==> src/rtl/button_conditioner.sv <==
// Pushbutton front end: per-button 2-flop synchroniser, debounce counter,
// registered press/release edge pulses and a press/auto-repeat pulse stream.
module button_conditioner #(
    parameter int NUM_BTN              = 5,
    parameter int DEBOUNCE_CYCLES      = 2_000_000,
    parameter int REPEAT_DELAY_CYCLES  = 50_000_000,
    parameter int REPEAT_PERIOD_CYCLES = 25_000_000
) (
    input  logic               clk,
    input  logic               reset,
    input  logic [NUM_BTN-1:0] btn_raw,
    output logic [NUM_BTN-1:0] btn_level,
    output logic [NUM_BTN-1:0] btn_press,
    output logic [NUM_BTN-1:0] btn_release,
    output logic [NUM_BTN-1:0] btn_repeat
);

    localparam int DW   = $clog2(DEBOUNCE_CYCLES);
    localparam int RMAX = (REPEAT_DELAY_CYCLES > REPEAT_PERIOD_CYCLES) ?
                          REPEAT_DELAY_CYCLES : REPEAT_PERIOD_CYCLES;
    localparam int RW   = $clog2(RMAX);

    localparam logic [DW-1:0] DCNT_LAST  = DW'(DEBOUNCE_CYCLES - 1);
    localparam logic [RW-1:0] RDLY_LAST  = RW'(REPEAT_DELAY_CYCLES - 1);
    localparam logic [RW-1:0] RPER_LAST  = RW'(REPEAT_PERIOD_CYCLES - 1);

    typedef enum logic [1:0] {
        ST_IDLE   = 2'd0,
        ST_DELAY  = 2'd1,
        ST_REPEAT = 2'd2
    } rpt_state_t;

    for (genvar gi = 0; gi < NUM_BTN; gi++) begin : g_btn
        logic          sync1_q, sync2_q;
        logic [DW-1:0] dcnt_q, dcnt_d;
        logic          level_q, level_d;
        logic          press_q, release_q, repeat_q, repeat_d;
        logic          rise, fall;
        rpt_state_t    state_q, state_d;
        logic [RW-1:0] rcnt_q, rcnt_d;

        // Any sample that matches the current level restarts the stability count.
        always_comb begin
            dcnt_d  = '0;
            level_d = level_q;
            if (sync2_q != level_q) begin
                if (dcnt_q == DCNT_LAST) begin
                    level_d = sync2_q;
                end else begin
                    dcnt_d = dcnt_q + DW'(1);
                end
            end
        end

        assign rise = level_d & ~level_q;
        assign fall = ~level_d & level_q;

        // A debounced fall overrides everything, including a coincident terminal count.
        always_comb begin
            state_d  = state_q;
            rcnt_d   = rcnt_q;
            repeat_d = 1'b0;
            if (fall) begin
                state_d = ST_IDLE;
                rcnt_d  = '0;
            end else begin
                case (state_q)
                    ST_IDLE: begin
                        if (rise) begin
                            repeat_d = 1'b1;
                            rcnt_d   = '0;
                            state_d  = ST_DELAY;
                        end
                    end
                    ST_DELAY: begin
                        if (rcnt_q == RDLY_LAST) begin
                            repeat_d = 1'b1;
                            rcnt_d   = '0;
                            state_d  = ST_REPEAT;
                        end else begin
                            rcnt_d = rcnt_q + RW'(1);
                        end
                    end
                    ST_REPEAT: begin
                        if (rcnt_q == RPER_LAST) begin
                            repeat_d = 1'b1;
                            rcnt_d   = '0;
                        end else begin
                            rcnt_d = rcnt_q + RW'(1);
                        end
                    end
                    default: begin
                        state_d = ST_IDLE;
                        rcnt_d  = '0;
                    end
                endcase
            end
        end

        always_ff @(posedge clk) begin
            if (reset) begin
                sync1_q   <= 1'b0;
                sync2_q   <= 1'b0;
                dcnt_q    <= '0;
                level_q   <= 1'b0;
                press_q   <= 1'b0;
                release_q <= 1'b0;
                repeat_q  <= 1'b0;
                state_q   <= ST_IDLE;
                rcnt_q    <= '0;
            end else begin
                sync1_q   <= btn_raw[gi];
                sync2_q   <= sync1_q;
                dcnt_q    <= dcnt_d;
                level_q   <= level_d;
                press_q   <= rise;
                release_q <= fall;
                repeat_q  <= repeat_d;
                state_q   <= state_d;
                rcnt_q    <= rcnt_d;
            end
        end

        assign btn_level[gi]   = level_q;
        assign btn_press[gi]   = press_q;
        assign btn_release[gi] = release_q;
        assign btn_repeat[gi]  = repeat_q;
    end

endmodule

==> config.mk <==
export PLATFORM = sky130hd
export DESIGN_NAME = button_conditioner
export DESIGN_NICKNAME = d
export VERILOG_FILES = /design/src/rtl/button_conditioner.sv
export SDC_FILE = /design/constraint.sdc
export NUM_CORES = 1
export LEC_CHECK = 0
export CORE_UTILIZATION = 50
export DETAILED_ROUTE_END_ITERATION = 10
export PLACE_DENSITY = 0.66
export SLEW_MARGIN = 30
export SYNTH_ARGS = -nofsm -noshare
export SYNTH_HDL_FRONTEND = slang
export SYNTH_SLANG_ARGS = --single-unit
==> constraint.sdc <==
create_clock -name clk -period 3.2 [get_ports clk]
set_input_delay 0.48 -clock clk [delete_from_list [all_inputs] [get_ports clk]]
set_output_delay 0.48 -clock clk [all_outputs]
set_load 0.05 [all_outputs]
After elaboration in Yosys (flattened, before gate mapping)
Index checks and enable logic that the tools add are counted.
{"block": "op_classes", "addsub": 10, "eq_ne": 40, "shift": 0, "n_bitwise": 30, "div_mod_pow": 0, "n_reduce_logical": 20, "mux": 65, "multipliers": 0, "magnitude_cmp": 0}
{"operator": "two-way mux 26 bit", "n": 15}
{"operator": "case mux 26 bit (3 select lines)", "n": 5}
{"operator": "adder 26 x 1 -> 26 bit (second input constant)", "n": 5}
{"operator": "== test 26 x 25 -> 1 bit (second input constant)", "n": 5}
{"operator": "== test 26 bit (second input constant)", "n": 5}
{"operator": "adder 21 x 1 -> 21 bit (second input constant)", "n": 5}
{"operator": "== test 21 bit (second input constant)", "n": 5}
{"operator": "case mux 2 bit (3 select lines)", "n": 5}
{"operator": "two-way mux 1 bit", "n": 25}
{"operator": "two-way mux 2 bit", "n": 10}
{"operator": "inequality test 2 bit (second input constant)", "n": 10}
{"operator": "NOT 1 bit", "n": 20}
{"operator": "case mux 1 bit (3 select lines)", "n": 5}
{"operator": "AND reduction 3 bit", "n": 5}
{"operator": "OR reduction 3 bit", "n": 5}
{"operator": "bitwise AND 1 bit", "n": 10}
{"operator": "== test 2 x 1 -> 1 bit (second input constant)", "n": 5}
{"operator": "== test 2 bit (second input constant)", "n": 5}
{"operator": "logical NOT 2 bit", "n": 5}
{"operator": "OR reduction 2 bit", "n": 5}
{"operator": "inequality test 1 bit", "n": 5}
{"block": "word_totals", "n_memories": 0, "wordCells": 210, "ff_bits": 275, "ram_bits": 0, "latch_bits": 0, "output_inout_bits": 20, "input_bits": 7, "mem_bits_ro": 0}

Longest topological paths before layout
{"block": "depth", "depth_word": 6, "depth_mapped": 9, "ltp_nobuf": 8}

Least setup slack after synthesis
No wires, ideal clock.
{"block": "synth_path", "kind": "flip-flop to flip-flop", "startpoint": "register g_btn[2].rcnt_q[7]", "endpoint": "register g_btn[2].rcnt_q[12]", "synth_period_minus_slack_ns": 2.619, "required_time_ns": 3.083, "path_stages_with_launch": 8, "setup_time_ns": 0.117, "slack_ns": 0.581, "arrival_ns": 2.502, "n_path_buf": 1, "path_cell_list": "dfxtp_1 or4_1 or4_1 o41a_1 o21ai_4 buf_6 o21ai_1 a22o_1"}
{"block": "synth_via", "elab_chain_len": 3, "word_cells_on_any_way": 6, "classes_between": "1 x add/sub; 2 x eq/ne; 3 x mux"}
{"element": "start: declaration", "line_no": "40", "text": "logic [RW-1:0] rcnt_q, rcnt_d;"}
{"element": "start signal: assignment", "line_no": "120", "text": "rcnt_q <= rcnt_d;"}
{"element": "adder 26 x 1 -> 26 bit (tied with other cells)", "line_no": "81, 89"}
{"element": "two-way mux 26 bit, on equally long branches", "line_no": "85, 76"}
{"element": "case mux 26 bit (3 select lines) *", "line_no": "67", "text": "case (state_q)"}
Every way passes the cells marked *; elsewhere a longest branch is shown, timed or not.
A chain may end at the register's enable or synchronous reset.

Final worst setup path
{"block": "layout_path", "startpoint": "register g_btn[0].dcnt_q[11]", "endpoint": "register g_btn[0].rcnt_q[8]"}
{"block": "layout_via", "elab_chain_len": 6, "word_cells_on_any_way": 8, "classes_between": "2 x eq/ne; 2 x mux; 3 x bitwise; 1 x reduce/logical"}
{"element": "start: declaration", "line_no": "35", "text": "logic [DW-1:0] dcnt_q, dcnt_d;"}
{"element": "start signal: assignment", "line_no": "114", "text": "dcnt_q <= dcnt_d;"}
{"element": "== test 21 bit *", "line_no": "47", "text": "if (dcnt_q == DCNT_LAST) begin"}
{"element": "two-way mux 1 bit *", "line_no": "47"}
{"element": "two-way mux 1 bit *", "line_no": "46", "text": "if (sync2_q != level_q) begin"}
{"element": "NOT 1 bit", "line_no": "56", "text": "assign fall = ~level_d & level_q;"}
{"element": "bitwise AND 1 bit", "line_no": "56"}
{"element": "OR reduction 2 bit (no source line)"}
{"element": "end signal: assignment", "line_no": "120"}
{"element": "end: declaration", "line_no": "40"}
Marked as above.

==> results.toml <==
[cts]
cts_tree = "yes"
cts_max_level = 1
cts.sinks = 275
clk_pin_slew_ns = 0.06
insertion_delay_ns = 0.55
clock_path_buffers = 3
ctsResizeCount = 0
cts_buffers = 31
cts_hold_buf = 0
cts_setup_buffers = 0
root_buffer = "clkbuf_16"

[critical_path]
cp.required_ns = 3.64
worstSetupPathType = "flip-flop to flip-flop"
cp.arrival_ns = 3.42
cp-start-kind = "flip-flop"
endpoint_kind = "flip-flop"
worstPathMaxFanout = 11
rr_worst_depth = 6

[timing]
final_hold_viol_count = 0
fmax_ghz = 0.335
tightest_slew_ns = 0.909
setup_viol = 0
fin_tns_setup_ns = 0
final_max_slew_viol_count = 0
min_period_ns = 2.98
min_period_over_period = 0.933
skew_ns = 0.0110
relSlewSlack = 0.386
grt_setup_unrepaired = "no"

[placement]
routabilityCongestion = 0.918
io_buffers = 26
hpwl_mm = 21.5

[logic_synthesis]
synth_fa_ha_area_frac = 0.0302
synth_warnings = 0
synth-compound-area-share = 0.135
synth-seq-cells = 275
synth.yosys.seq_area_share = 0.390
synth_cells = 1687
synth_edf_count = 0
synth-xor-area-share = 0.0770
synth_top_family_by_area = "simple AND/OR/NAND/NOR gates"
syn-num-nets = 1728
synth.avg_cell_area_um2 = 8.36
synthArstFlopShare = 0
synth_ff_type = "dfxtp_1"
synthMuxAreaShare = 0.00568
synth-simple-area-share = 0.322
synth_cell_types = 74
netlist_area_um2 = 14100

[power_and_ir_drop]
switching_share = 0.208
leakagePower_nw = 5.20
powerDensity_nw_per_um2 = 457
clkPwrFrac = 0.501
switchingPower_mw = 1.49
cellInternalPower_mw = 5.69
comb_power_share = 0.020
seqPwrFrac = 0.479
max-vdd-ir-drop_uv = 418

[floorplanning]
num_rows = 61
die_area_um2 = 28900
start_util = 0.508
die_h_um = 170
die_w_um = 170
core_um2 = 27800
io_pins = 27

[route]
detail-route-antenna-nets = 0
avgRoutedWirePerCell_um = 14.9
drc = 0
dr.pass1.iters = 6
vias_per_cell = 5.80
drt_iter0_markers = 882
drt-total-wl_mm = 31.1
dr_total_vias = 12100

[cells_and_area]
regArea_um2 = 5510
layout_common_cells = "275 x dfxtp_1, 203 x nor2_1, 137 x nand2_1, 114 x nand3_1, 76 x nor3_1"
area_growth_pct = 11.3
nets = 1736
utilization = 0.565
final_common_cell = "dfxtp_1"
n_antenna_cell = 0
drive_above_1_share = 0.0618
fillCellCount = 2583
multi_input_area_um2 = 8060

[grt]
track_usage = 0.215
antenna_found_initial = 0
grt_pass1_vias = 11100
grt_max_degree = 31
grt_pass1_wl_mm = 52.9
overflow = 0

[run_status]
status = "complete, no violations"

[hold_path]
whs_path_depth = 1
worstHoldPathType = "flip-flop to flip-flop"

[flow_run]
drv_cap = 0
## cells in the mapped netlist (24+ instances only)
cell type / instances / area, µm²
o21ai_0: 47 / 235
inv_1: 48 / 180
nor2b_1: 24 / 150
o31ai_1: 29 / 218
nand2_1: 137 / 514
dfxtp_1: 275 / 5510
nor3_1: 76 / 380
clkbuf_1: 42 / 158
nor4_1: 35 / 219
xnor2_1: 58 / 508
and2_1: 24 / 150
xor2_1: 66 / 578
nand3_1: 114 / 571
and3_1: 40 / 250
nand4_1: 67 / 419
ha_1: 34 / 425
a21oi_1: 29 / 145
nor2_1: 203 / 762
## stage by stage
| stage | setup slack (ns) | std cells | instance area [µm²] | hold slack, ns | total power [mW] |
|---|---|---|---|---|---|
| after global routing | 0.0834 | 2094 | 15700 | 0.460 | 7.44 |
| after detailed placement | 0.174 | 2040 | 14600 | 0.428 | 3.66 |
| after CTS | 0.204 | 2094 | 15700 | 0.440 | 7.28 |
| after floorplan | 0.581 | 1687 | 14100 | 0.413 | 3.61 |
| after global placement | 0.258 | 2040 | 14600 | 0.417 | 3.66 |
| final | 0.216 | 2094 | 15700 | 0.436 | 7.18 |
## registers in the layout, summed over array words and instances, names as in the netlist
register	flops
g_btn.dcnt_q	105
g_btn.rcnt_q	130
g_btn.repeat_q	5
g_btn.press_q	5
g_btn.sync1_q	5
g_btn.level_q	5
g_btn.state_q	10
g_btn.release_q	5
g_btn.sync2_q	5
## power by group through the flow
| stage | logic [mW] | clock network (mW) | registers [mW] |
|---|---|---|---|
| 3_5_place_dp | 0.143 | 0 | 3.51 |
| 4_1_cts | 0.144 | 3.69 | 3.44 |
| 5_1_grt | 0.159 | 3.84 | 3.44 |
| 3_3_place_gp | 0.142 | 0 | 3.51 |
| 2_1_floorplan | 0.0946 | 0 | 3.51 |
| 6_report | 0.144 | 3.59 | 3.44 |
## kinds of logic after synthesis
| logic type | Yosys count |
|---|---|
| flops | 275 |
| simple gates | 856 |
| mux | 8 |
| xor+xnor | 124 |
| fa+ha+maj | 34 |
| compound gates | 267 |
| buf+inv | 123 |
## critical path, stage by stage, from the launching register on
cell and delay (ns):
dfxtp_1 0.33, or4b_2 0.69, or4_4 0.57, o31a_1 0.38, o21ai_1 0.46, o21ai_0 0.20
a22o_1 0.25
## worst paths after layout
check | startpoint | slack, ns | end
max | g_btn[0].dcnt_q[11] | 0.22 | g_btn[0].rcnt_q[8]
min reg2reg | g_btn[2].sync1_q | 0.44 | g_btn[2].sync2_q
max reg2reg | g_btn[0].dcnt_q[11] | 0.22 | g_btn[0].rcnt_q[8]
min | g_btn[2].sync1_q | 0.44 | g_btn[2].sync2_q
## layer usage
metal,vias to the layer above,global-route usage,part of all wire
li1,6164,-,-
met1,5714,0.298,0.49
met2,235,0.350,0.45
met3,32,0.0291,0.044
met4,0,0.0509,0.011
met5,-,0,0
## layout make-up
class	count	area share
clock inverter	10	0.00845
clock buffer	44	0.0582
tap	378	0.0301
timing repair buffer	50	0.0280
multi-input combinational	1289	0.513
sequential	275	0.351
inverter	48	0.0115
Power figures use the tool's default switching activity.
==> RTL change, RTL diff (same flow settings) <==
Compare `rcnt_q` against `RDLY_LAST` with >= in place of ==.
--- a/src/rtl/button_conditioner.sv
+++ b/src/rtl/button_conditioner.sv
@@ -74,5 +74,5 @@
                     end
                     ST_DELAY: begin
-                        if (rcnt_q == RDLY_LAST) begin
+                        if (rcnt_q >= RDLY_LAST) begin
                             repeat_d = 1'b1;
                             rcnt_d   = '0;
Formal check against the unedited RTL: no difference found for any inputs over 10 cycles, from zero or initial values and one cycle with reset high; that may be too few to reach the edited logic, so the function may still have changed.
==> RTL change against the original RTL <==
Sequential cell count unchanged; critical path depth rose by 2; wire length decreased by 10%; synthesized area shrank 2.4%; worst setup slack improved by 0.14 ns; total power decreased by 7.5%; final area down 4.2%; non-clock buffer count shrank 8; critical path type unchanged.
==> RTL change: results (changes against the original RTL) <==
Outcome - finished, final reports clean (unchanged)
Post-synth top cells - 275 x dfxtp_1, 263 x nor2_1, 146 x nand2_1 (was 275 x dfxtp_1, 203 x nor2_1, 137 x nand2_1)
Layout Skew - 0.00903 ns (was 0.0110 ns)
Fraction of layout cells with a size suffix above 1 - 5.20% (was 6.18%)
Synth Area in XOR/XNOR - 11.1% (was 7.70%)
DP Wirelength - 19.1 mm (was 21.5 mm)
Crit path launch - g_btn[1].rcnt_q[0] (was g_btn[0].dcnt_q[11])
Synth Area in Compound Gates - 7.55% (was 13.5%)
Seq/Total Area, Yosys - 40.0% (was 39.0%)
Router iterations before antenna repair - 8 (was 6)
Area contributors post-synth - dfxtp_1 40%, nor2_1 7.2%, xnor2_1 6.2%, xor2_1 4.9%, nand3_1 4.8% (was dfxtp_1 39%, nor2_1 5.4%, xor2_1 4.1%, nand3_1 4.0%, nand2_1 3.6%)
Critical path fanouts, max - 19 (was 11)
Worst VDD drop - 0.334 mV (was 0.418 mV)
CP arrival - 3.26 ns (was 3.42 ns)
Post-DR vias/cell - 5.62 (was 5.80)
Final period util - 88.9% (was 93.3%)
Global Route Usage Sum - 20.1% (was 21.5%)
Final GP Congestion - 0.871 (was 0.918)
Sw Pwr - 1.37 mW (was 1.49 mW)
Leak pwr - 4.79 nW (was 5.20 nW)
Tightest Pin Transition - 0.895 ns (was 0.909 ns)
Setup slack, reg-to-reg - 0.36 ns (was 0.22 ns)
Adder-Cell Fraction of Synth Area - 2.91% (was 3.02%)
Post-synth cell types - 76 (was 74)
Synth Net Count - 1,701 (was 1,728)
Synth top area share - 40.0% (was 39.0%)
==> RTL change: cell count changes after synthesis, sizes merged, moves of 14 or more <==
cell | unedited run | this run
o21ai | 62 | 25
a22o | 14 | 0
a22oi | 20 | 1
nand3 | 114 | 133
a21o | 16 | 1
o31ai | 32 | 6
nor2 | 203 | 263
xnor2 | 58 | 98
==> RTL change: how the worst min path moves through the flow <==
| stage | to | start | cells after the start | slack, ns |
|---|---|---|---|---|
| floorplan | g_btn[4].dcnt_q[0] | g_btn[4].dcnt_q[0] | 1 | 0.41 |
| global placement | g_btn[1].sync2_q | g_btn[1].sync1_q | 1 | 0.42 |
| detailed placement | g_btn[4].dcnt_q[0] | g_btn[4].dcnt_q[0] | 1 | 0.43 |
| CTS | g_btn[4].dcnt_q[0] | g_btn[4].dcnt_q[0] | 1 | 0.44 |
| global route | g_btn[1].sync2_q | g_btn[1].sync1_q | 1 | 0.46 |
| finish | g_btn[4].dcnt_q[0] | g_btn[4].dcnt_q[0] | 1 | 0.44 |
==> RTL change: layout make-up <==
type,count,area [um^2],area share (%)
clock buffers,40,807,5.36
inverters,41,154,1.02
multi-input cells,1267,7710,51.3
clock inverters,7,60.1,0.399
repair buffers,42,380,2.53
flip-flops and latches,275,5510,36.6
well taps,341,427,2.84
==> RTL change: cells by family after synthesis <==
family	Yosys count
fa+ha+maj	32
xor+xnor	175
simple gates	902
mux	11
flops	275
compound gates	147
buf+inv	120
==> RTL change: worst reg2reg max path, delay by kind of cell (launching register included) <==
kind | cells | cell delay [ns]
compound gates | 2 | 0.56
buf+inv | 1 | 0.30
fa+ha+maj | 1 | 0.21
flops | 1 | 0.42
simple gates | 4 | 1.25
==> RTL change: through the flow <==
step	hold WS [ns]	instance area, um^2	power (mW)	cells
final	0.440	15000	6.64	2013
after floorplan	0.413	13800	3.57	1662
after global routing	0.459	15000	6.90	2013
after CTS	0.445	15000	6.74	2013
after global placement	0.419	14200	3.60	1966
after detailed placement	0.434	14200	3.60	1966
==> RTL change: per-layer routing <==
metal  vias to the layer above  part of all wire [%]  routed length, um  GRT usage [%]
met5                         -                     0                  0              0
met4                         0                   2.1                583           5.66
met3                        37                   3.2                907           2.54
met2                       162                    45              12600           33.3
met1                      5285                    49              13800           27.4
li1                       5829                     -                  -              -
==> RTL change: power groups by stage <==
stage	combinational, mW	sequential, mW	clock (mW)
global route	0.0983	3.43	3.37
detailed placement	0.0896	3.51	0
global placement	0.0891	3.51	0
CTS	0.0899	3.44	3.22
finish	0.0881	3.44	3.12
floorplan	0.0630	3.51	0
